$ cat src/rtl/pipe_stage_reg_pkg.sv
// Shared definitions for the pipeline stage register.
// Latency: n/a (types and constants only).
// Backpressure: n/a.
//
// Provides the stage state encoding and the default payload constants
// (MIPS NOP for bubbles, PC reset vector for the PC stage).

package pipe_stage_reg_pkg;

    // Occupancy states of the stage: 0, 1 or 2 held entries.
    typedef enum logic [1:0] {
        PSR_EMPTY = 2'd0,
        PSR_FULL  = 2'd1,
        PSR_SKID  = 2'd2
    } psr_state_t;

    // Bubble payload: the all-zero word decodes as sll $0,$0,0 (NOP).
    localparam logic [31:0] MIPS_NOP = 32'h0000_0000;

    // Reset value of the PC stage.
    localparam logic [31:0] PC_RESET = 32'h0000_3000;

    // Number of valid entries held in a given state.
    function automatic logic [1:0] psr_occupancy(input psr_state_t s);
        case (s)
            PSR_FULL: psr_occupancy = 2'd1;
            PSR_SKID: psr_occupancy = 2'd2;
            default:  psr_occupancy = 2'd0;
        endcase
    endfunction

endpackage : pipe_stage_reg_pkg

$ cat src/rtl/pipe_stage_reg_sat_counter.sv
// Saturating up-counter with enable and synchronous active-high reset.
// Latency: count visible one cycle after the enabled edge.
// Backpressure: none; stops at all-ones instead of wrapping.
//
// Ports:
//   clk  - clock
//   rst  - synchronous active-high clear
//   en   - count this cycle
//   cnt  - current count (WIDTH bits)

module sat_counter #(
    parameter int WIDTH = 32
) (
    input  logic             clk,
    input  logic             rst,
    input  logic             en,
    output logic [WIDTH-1:0] cnt
);

    logic [WIDTH-1:0] r_cnt;
    logic             w_at_max;

    assign w_at_max = &r_cnt;

    always_ff @(posedge clk) begin
        if (rst) begin
            r_cnt <= '0;
        end else if (en && !w_at_max) begin
            r_cnt <= r_cnt + 1'b1;
        end
    end

    assign cnt = r_cnt;

endmodule : sat_counter

$ cat src/rtl/pipe_stage_reg.sv
// Pipeline stage register with valid/ready handshake and 2-entry skid buffer.
// Latency: 1 cycle in_data -> out_data; full throughput when out_ready stays high.
// Backpressure: in_ready is registered-state only (no path from out_ready); the
//               skid entry absorbs the one extra beat accepted while stalling.
//
// Optional feature: define PIPE_STAGE_STALL_CNT_EN to add the stall_cnt port,
// a saturating count of cycles with out_valid && !out_ready.
//
// Ports:
//   clk        - clock, all state updates on its rising edge
//   rst        - synchronous active-high reset (beats flush and handshakes)
//   flush      - drop all held entries, present BUBBLE_VAL on out_data
//   in_valid   - upstream offers in_data
//   in_ready   - stage can accept this cycle
//   in_data    - upstream payload
//   out_valid  - out_data holds a valid entry
//   out_ready  - downstream accepts out_data this cycle
//   out_data   - payload of the head entry
//   stall_cnt  - stall cycle count (PIPE_STAGE_STALL_CNT_EN only)

module pipe_stage_reg
    import pipe_stage_reg_pkg::*;
#(
    parameter int          WIDTH      = 32,
    parameter logic [31:0] RESET_VAL  = PC_RESET,
    parameter logic [31:0] BUBBLE_VAL = MIPS_NOP
) (
    input  logic             clk,
    input  logic             rst,
    input  logic             flush,
    input  logic             in_valid,
    output logic             in_ready,
    input  logic [WIDTH-1:0] in_data,
    output logic             out_valid,
    input  logic             out_ready,
`ifdef PIPE_STAGE_STALL_CNT_EN
    output logic [31:0]      stall_cnt,
`endif
    output logic [WIDTH-1:0] out_data
);

    // Constants resized to the payload width (truncate or zero-extend).
    localparam logic [WIDTH-1:0] W_RESET_V  = WIDTH'(RESET_VAL);
    localparam logic [WIDTH-1:0] W_BUBBLE_V = WIDTH'(BUBBLE_VAL);

    psr_state_t       r_state;
    psr_state_t       w_state_nxt;
    logic [WIDTH-1:0] r_main;
    logic [WIDTH-1:0] r_skid;
    logic [WIDTH-1:0] w_main_nxt;
    logic [WIDTH-1:0] w_skid_nxt;

    // ------------------------------------------------------------------
    // State and payload registers
    // ------------------------------------------------------------------
    always_ff @(posedge clk) begin
        if (rst) begin
            r_state <= PSR_EMPTY;
            r_main  <= W_RESET_V;
            r_skid  <= W_BUBBLE_V;
        end else begin
            r_state <= w_state_nxt;
            r_main  <= w_main_nxt;
            r_skid  <= w_skid_nxt;
        end
    end

    // ------------------------------------------------------------------
    // Next-state and payload steering
    // ------------------------------------------------------------------
    // in_ready is implied by the state here: EMPTY and FULL always accept,
    // SKID never does, so in_valid alone marks an input transfer.
    always_comb begin
        w_state_nxt = r_state;
        w_main_nxt  = r_main;
        w_skid_nxt  = r_skid;

        case (r_state)
            PSR_EMPTY: begin
                if (in_valid) begin
                    w_main_nxt  = in_data;
                    w_state_nxt = PSR_FULL;
                end
            end

            PSR_FULL: begin
                if (out_ready && in_valid) begin
                    w_main_nxt  = in_data;
                end else if (out_ready) begin
                    // Drained: out_data keeps showing the consumed word.
                    w_state_nxt = PSR_EMPTY;
                end else if (in_valid) begin
                    // Downstream stalled but we already advertised ready:
                    // park the beat in the skid entry.
                    w_skid_nxt  = in_data;
                    w_state_nxt = PSR_SKID;
                end
            end

            PSR_SKID: begin
                if (out_ready) begin
                    w_main_nxt  = r_skid;
                    w_state_nxt = PSR_FULL;
                end
            end

            default: begin
                w_state_nxt = PSR_EMPTY;
            end
        endcase

        // Flush wins over any handshake in the same cycle; an input beat
        // presented alongside it is lost by design.
        if (flush) begin
            w_state_nxt = PSR_EMPTY;
            w_main_nxt  = W_BUBBLE_V;
            w_skid_nxt  = r_skid;
        end
    end

    // ------------------------------------------------------------------
    // Handshake outputs (decoded from registered state only)
    // ------------------------------------------------------------------
    assign out_valid = (psr_occupancy(r_state) != 2'd0);
    assign in_ready  = (r_state != PSR_SKID) && !rst;
    assign out_data  = r_main;

`ifdef PIPE_STAGE_STALL_CNT_EN
    // ------------------------------------------------------------------
    // Stall counter: cycles where a valid head waits on downstream.
    // Only rst clears it so flushes do not hide stall history.
    // ------------------------------------------------------------------
    logic w_stall;

    assign w_stall = out_valid && !out_ready;

    sat_counter #(
        .WIDTH (32)
    ) u_stall_cnt (
        .clk (clk),
        .rst (rst),
        .en  (w_stall),
        .cnt (stall_cnt)
    );
`endif

endmodule : pipe_stage_reg

$ cat config.mk
export PLATFORM = sky130hd
export DESIGN_NAME = pipe_stage_reg
export DESIGN_NICKNAME = d
export VERILOG_FILES = /design/src/rtl/pipe_stage_reg_pkg.sv /design/src/rtl/pipe_stage_reg_sat_counter.sv /design/src/rtl/pipe_stage_reg.sv
export SDC_FILE = /design/constraint.sdc
export NUM_CORES = 1
export LEC_CHECK = 0
export ABC_AREA = 1
export CORE_MARGIN = 10
export CORE_UTILIZATION = 50
export DETAILED_ROUTE_END_ITERATION = 7
export PLACE_DENSITY_LB_ADDON = 0.05
export SLEW_MARGIN = 0
export SYNTH_ARGS = -nofsm -noshare
export SYNTH_HDL_FRONTEND = slang
export SYNTH_HIERARCHICAL = 1
export SYNTH_SLANG_ARGS = --single-unit
$ cat constraint.sdc
create_clock -name clk -period 1.9 [get_ports clk]
set_clock_uncertainty 0.15 [all_clocks]
set_input_delay 0.19 -clock clk [delete_from_list [all_inputs] [get_ports clk]]
set_output_delay 0.19 -clock clk [all_outputs]
set_load 0.02 [all_outputs]
==> results of run 1 <==
[placed cells by master (no fill, tap or decap), types with 4 or more instances in the layout]
cell type / count
sky130_fd_sc_hd__a21oi_1: 61
sky130_fd_sc_hd__buf_12: 7
sky130_fd_sc_hd__dfxtp_1: 66
sky130_fd_sc_hd__nand2_1: 75
sky130_fd_sc_hd__inv_1: 39
sky130_fd_sc_hd__clkbuf_8: 10
sky130_fd_sc_hd__nor2_1: 102
sky130_fd_sc_hd__o21ai_0: 36
sky130_fd_sc_hd__buf_4: 13
sky130_fd_sc_hd__ha_1: 4
sky130_fd_sc_hd__inv_2: 4
sky130_fd_sc_hd__clkdlybuf4s50_1: 68
sky130_fd_sc_hd__nand3_1: 39
[area by class of cell]
type / count / area (um2) / area share (%)
Multi-Input combinational cell: 325 / 1450 / 35.2
Sequential cell: 66 / 1320 / 32.0
Timing Repair Buffer: 90 / 932 / 22.6
Inverter: 44 / 165 / 4.00
Clock buffer: 11 / 141 / 3.43
Tap cell: 75 / 93.8 / 2.27
Clock inverter: 3 / 17.5 / 0.425
[power breakdown]
| group | switching (W) | internal (W) | leakage (nW) |
|---|---|---|---|
| Clock | 0.000506 | 0.000490 | 0.0810 |
| Combinational | 0.000321 | 0.000300 | 1.26 |
| Sequential | 0.0000275 | 0.00144 | 0.537 |
[final timing paths]
kind,end,slack (ps),depth (start not counted)
worst max-delay path,out_data[28],140,7
worst min-delay path,out_data[12],320,2
worst max register to register,out_data[28],140,7
worst min register to register,out_data[12],320,2
[worst register-to-register path: cells and delay by family (launching register included)]
kind | cells | cell delay [ps]
flip-flops | 1 | 360
AO/OA/AOI/OAI | 2 | 330
buffers and inverters | 2 | 310
adder cells (fa/ha/maj) | 1 | 270
AND/OR/NAND/NOR | 2 | 240
[routing by layer]
metal	global-route usage, %	up-vias	wire length [um]
met5	0	-	0
met4	4.41	0	53
met3	6.99	7	694
met2	26.4	91	3750
met1	18.9	1363	3490
li1	-	1616	-
[registers in the layout, summed over array words and instances, names as in the netlist]
| register | count |
|---|---|
| out_data | 32 |
| r_skid | 32 |
| r_state | 2 |
[timing repair]
action / CTS / global route
setup endpoints to repair: 2 / 22
endpoints found under the hold margin: 0 / 0
buffers inserted: 0 / 3
resized for setup: 2 / 3
pin swaps: 0 / 1
[metrics by stage]
step	setup TNS, ps	cell area [um2]
after global routing	-1.14	4130
after detailed placement	0	3950
after floorplan	0	3170
after global placement	0	3950
after CTS	0	4110
final	0	4130
[kinds of logic after synthesis]
logic type | Yosys count | share of synthesized area (%)
buffers and inverters | 75 | 12.4
adders and majority gates | 4 | 1.58
DFF | 66 | 41.7
and+or+nand+nor | 222 | 28.5
AOI/OAI and AO/OA | 99 | 15.7
==> flow_metrics.tcl, run 1 <==
set metrics [dict create \
    status "completed" \
    routed_wire_length_per_instance_um 13.0 \
    num-nets-final 577 \
    total_leakage_power_nw 1.88 \
    first_iter_violations 149 \
    report.final.hold_viol_count 0 \
    max-cap-violations 0 \
    final_max_slew_viol_count 0 \
    grt.total_usage_pct 16.2 \
    area.growth.synth_to_final_pct 30.3 \
    hp-class "reg2reg" \
    synth_commonest_cells "103 x sky130_fd_sc_hd__nor2_1, 75 x sky130_fd_sc_hd__nand2_1, 66 x sky130_fd_sc_hd__dfxtp_1" \
    synthFlopType "sky130_fd_sc_hd__dfxtp_1" \
    ir_drop_mv 0.415 \
    yosysWarningCount 6 \
    worstPathRequired_ps 1980 \
    report.power.total_w 0.00308 \
    drive_above_1_share_pct 8.16 \
    yosysMostFrequentCell "sky130_fd_sc_hd__nor2_1" \
    clock_tree.htree_level_count 3 \
    asyncSetResetFlopFracSynth_pct 0 \
    arrival_ps 1830 \
    gp_routability_congestion 0.838 \
    dieWidth_um 99.6 \
    upper_clock_frequency_limit_mhz 569 \
    dp.cells 597 \
    synth-edff-count 0 \
    worstMarginPinSlew_ps 310 \
    antenna_found_initial 0 \
    ctsHoldBuffers 0 \
    mean_syn_cell_area_um2 6.80 \
    cts_buffer_depth 2 \
    syn_nets 507 \
    detailed_place_hpwl_um 5580 \
    timing.critical_path.from "r_state[0]" \
    worstPathBufferInverterCount 2 \
    setup-violations-final 0 \
    p_per_area_nw_per_um2 748 \
    final.period_utilization_pct 92.5 \
    drt.antenna.violating_nets 0 \
    tritoncts_clock_tree "yes" \
    worst_setup_hold_path_clk_slew_ps 60 \
    maxSlewHeadroom_pct 79.3 \
    netlist-cell-type-count 19 \
    min_clock_period_post_route_ps 1760 \
    setup_ws_ps 143 \
    total_gr_overflow 0 \
    netlist_top_cells_area "sky130_fd_sc_hd__dfxtp_1 42%, sky130_fd_sc_hd__nor2_1 12%, sky130_fd_sc_hd__a21oi_1 9.6%" \
    design.core.area_um2 6030 \
    syn_area_um2 3170 \
    diodes 0 \
    via_per_inst 5.01 \
    crit_path_max_fo 11 \
    n_fill_cell 535 \
    numCtsBuffers 9 \
    setup.worst_path.end_class "flop" \
    critical_path.top_delay_family "flip-flops" \
    via_count_of_the_first_global_routing_pass 2933 \
    cts_root_buffer "sky130_fd_sc_hd__clkbuf_8" \
    die_area_um2 9920 \
    instances_no_fill 614 \
    initial_core_util_pct 52.6 \
    drt-total-wl_um 7990 \
    route.detailed.drc 0 \
    rows 28 \
    die_height_um 99.6 \
    io_pins 71 \
    max_stage_delay_ps 360 \
    yosys.area.top_type "sky130_fd_sc_hd__dfxtp_1" \
    yosysTopAreaCellShare_pct 41.7 \
    cell_by_cell_listing_of_the_critical_path "inv_1 > ha_1 > o21ai_1 > nand2_2 > buf_4 > a21oi_1 > nor2_1" \
    drt-pass1-iter-count 5 \
    pre_cts_slack_ps 66.0 \
    detailroute.via_count 3077 \
    path_class "reg2reg" \
    critical_path.reg2reg.startpoint "r_state[0]" \
    utilization_pct 68.5 \
    cpMaxStageDelayCell "sky130_fd_sc_hd__dfxtp_1" \
    setup.worst_path.start_class "flop" \
    io_buffer_count 70 \
    numClockSinks 66 \
    hp-start "out_data[12]" \
    synth_seq_area_share_pct 41.7 \
    grt_start_max_net_pins 41 \
    fin_hold_ws_ps 324 \
    post_synth_inst_count 466 \
    clk_latency_ps 330 \
    wire_length_of_the_first_global_routing_pass_um 13500 \
    postSynthRegisterBits 66 \
]
(Power assumes the default switching activity.)
==> run 2: changes to the inputs <==
Settings changed: CORE_UTILIZATION 50 to 60, DONT_BUFFER_PORTS set to 1.
==> run 2 against run 1 <==
Cell count fell by 6.7%. Critical path depth shrank 2. Register-to-register slack about the same. Largest power group unchanged. Non-clock buffer count decreased by 38. Via count down 1.4%. Sequential cell count did not move. Worst setup slack got worse by 40 ps. Utilization rose by 6.4 points. Combinational power is 25% lower.
==> flow_metrics.tcl, run 2 (synthesized netlist as in run 1, its figures left out) <==
set metrics [dict create \
    rows 26 \
    diodes 0 \
    first_iter_violations 210 \
    worst_setup_hold_path_clk_slew_ps 70 \
    cts_buffer_depth 2 \
    cell_by_cell_listing_of_the_critical_path "inv_1 > ha_2 > buf_6 > nor2_1 > buf_4" \
    num-nets-final 539 \
    mostFrequentLayoutCell "sky130_fd_sc_hd__nor2_1" \
    utilization_pct 74.9 \
    setup.worst_path.start_class "flop" \
    grt_busiest_layer "met2" \
    drt-total-wl_um 8360 \
    routed_wire_length_per_instance_um 14.6 \
    setup.worst_path.end_class "output port" \
    hold_end "out_data[0]" \
    gp_routability_congestion 0.849 \
    arrival_ps 1460 \
    path_class "reg2out" \
    ir_drop_mv 0.640 \
    wire_length_of_the_first_global_routing_pass_um 13500 \
    cts_root_buffer "sky130_fd_sc_hd__clkbuf_8" \
    final.period_utilization_pct 94.5 \
    die_area_um2 8580 \
    via_count_of_the_first_global_routing_pass 2834 \
    status "completed" \
    max_stage_delay_ps 330 \
    use_met2_pct 30.6 \
    detailed_place_hpwl_um 5150 \
    ff2ff_setup_slack_ps 150 \
    grt.met3_usage_pct 6.38 \
    hp-class "in2reg" \
    drt.antenna.violating_nets 0 \
    dp.cells 521 \
    report.final.hold_viol_count 0 \
    hp-start "in_data[0]" \
    initial_core_util_pct 62.0 \
    final_max_slew_viol_count 0 \
    unrepaired_setup_endpoints_after_global_routing "false" \
    grt_start_max_net_pins 59 \
    critical_path.reg2reg.startpoint "r_state[1]" \
    total_leakage_power_nw 1.78 \
    min_delay_path_depth 4 \
    maxSlewHeadroom_pct 78.2 \
    worstPathBufferInverterCount 3 \
    antenna_found_initial 0 \
    worstPathRequired_ps 1560 \
    upper_clock_frequency_limit_mhz 557 \
    dieWidth_um 92.7 \
    drive_above_1_share_pct 8.95 \
    crit_path_max_fo 18 \
    min_clock_period_post_route_ps 1800 \
    cpMaxStageDelayCell "sky130_fd_sc_hd__dfxtp_1" \
    total_gr_overflow 0 \
    numClockSinks 66 \
    area.growth.synth_to_final_pct 20.7 \
    numCtsBuffers 9 \
    worst_r2r_path_depth 9 \
    detailroute.via_count 3035 \
    most-common-layout-cells "102 x sky130_fd_sc_hd__nor2_1, 75 x sky130_fd_sc_hd__nand2_1, 66 x sky130_fd_sc_hd__dfxtp_1, 61 x sky130_fd_sc_hd__a21oi_1" \
    via_per_inst 5.30 \
    grt_util_met1_pct 23.1 \
    io_buffer_count 0 \
    route.detailed.drc 0 \
    setup-violations-final 0 \
    drt-pass1-iter-count 5 \
    grt.total_usage_pct 19.1 \
    p_per_area_nw_per_um2 835 \
    report.power.total_w 0.00319 \
    io_pins 71 \
    design.core.area_um2 5110 \
    worstMarginPinSlew_ps 327 \
    tritoncts_clock_tree "yes" \
    final_cell_area_um2 3820 \
    critical_path.top_delay_family "buffers and inverters" \
    clk_latency_ps 330 \
    setup-tns-final_ps 0 \
    max-cap-violations 0 \
    clock_tree.htree_level_count 3 \
    timing.rr.end "out_data[0]" \
    dpl-instance-area_um2 3220 \
    instances_no_fill 573 \
    die_height_um 92.7 \
]
run 2: changes by cell type in the layout (fill, tap and decap cells not counted), moves of 2 or more:
cell	change
sky130_fd_sc_hd__dlygate4sd3_1	+34
sky130_fd_sc_hd__clkbuf_16	+2
sky130_fd_sc_hd__clkdlybuf4s50_1	-68
sky130_fd_sc_hd__buf_4	-4
run 2: area by class of cell:
| type | instances | area, um2 |
|---|---|---|
| clock buffer | 11 | 151 |
| clock inverter | 5 | 52.6 |
| fill | 422 | 1280 |
| inverter | 44 | 165 |
| multi-input combinational | 325 | 1460 |
| sequential | 66 | 1320 |
| tap | 70 | 87.6 |
| timing repair buffer | 52 | 589 |
run 2: stage by stage:
stage | hold slack [ps] | setup slack [ps]
finish | 12.5 | 104
global route | 73.3 | 6.46
CTS | 4.41 | 24.3
detailed placement | 215 | 174
global placement | 208 | 232
floorplan | 201 | 307
run 2: worst max path at each step:
stage	slack [ps]	cells past startpoint	from	end
2_1_floorplan	310	10	r_state[0]	out_data[0]
6_report	100	5	r_state[0]	in_ready
3_3_place_gp	230	9	r_state[1]	out_data[25]
3_5_place_dp	170	7	r_state[0]	out_data[5]
5_1_grt	6	9	r_state[1]	out_data[0]
4_1_cts	20	5	r_state[0]	in_ready
run 2: timing repair:
item	4_1_cts	5_1_grt
setup endpoints to repair	1	11
gates resized for setup	1	2
pin swaps	0	1
cloned	0	2
setup buffers	0	0
hold buffers	34	0
endpoints found under the hold margin	63	0
run 2: power by group:
part           switching [W]  leakage [nW]  total, W  internal (W)
Combinational       0.000255          1.14  0.000464      0.000209
Sequential         0.0000916         0.537   0.00153       0.00144
Clock               0.000525         0.105   0.00120      0.000671
Total               0.000872          1.78   0.00319       0.00232
run 2: metal layers:
layer,routed length [um],vias up
li1,-,1544
met1,3600,1379
met2,3920,100
met3,727,12
met4,110,0
met5,0,-
run 2: worst register-to-register path, stage by stage, from the launching register on:
cell and delay, ps:
sky130_fd_sc_hd__dfxtp_1 390, sky130_fd_sc_hd__inv_1 90, sky130_fd_sc_hd__ha_1 250, sky130_fd_sc_hd__inv_2 110, sky130_fd_sc_hd__o21ai_1 80, sky130_fd_sc_hd__nand2_2 180
sky130_fd_sc_hd__buf_12 170, sky130_fd_sc_hd__nand3_1 100, sky130_fd_sc_hd__nand2_1 90, sky130_fd_sc_hd__nor2_1 40
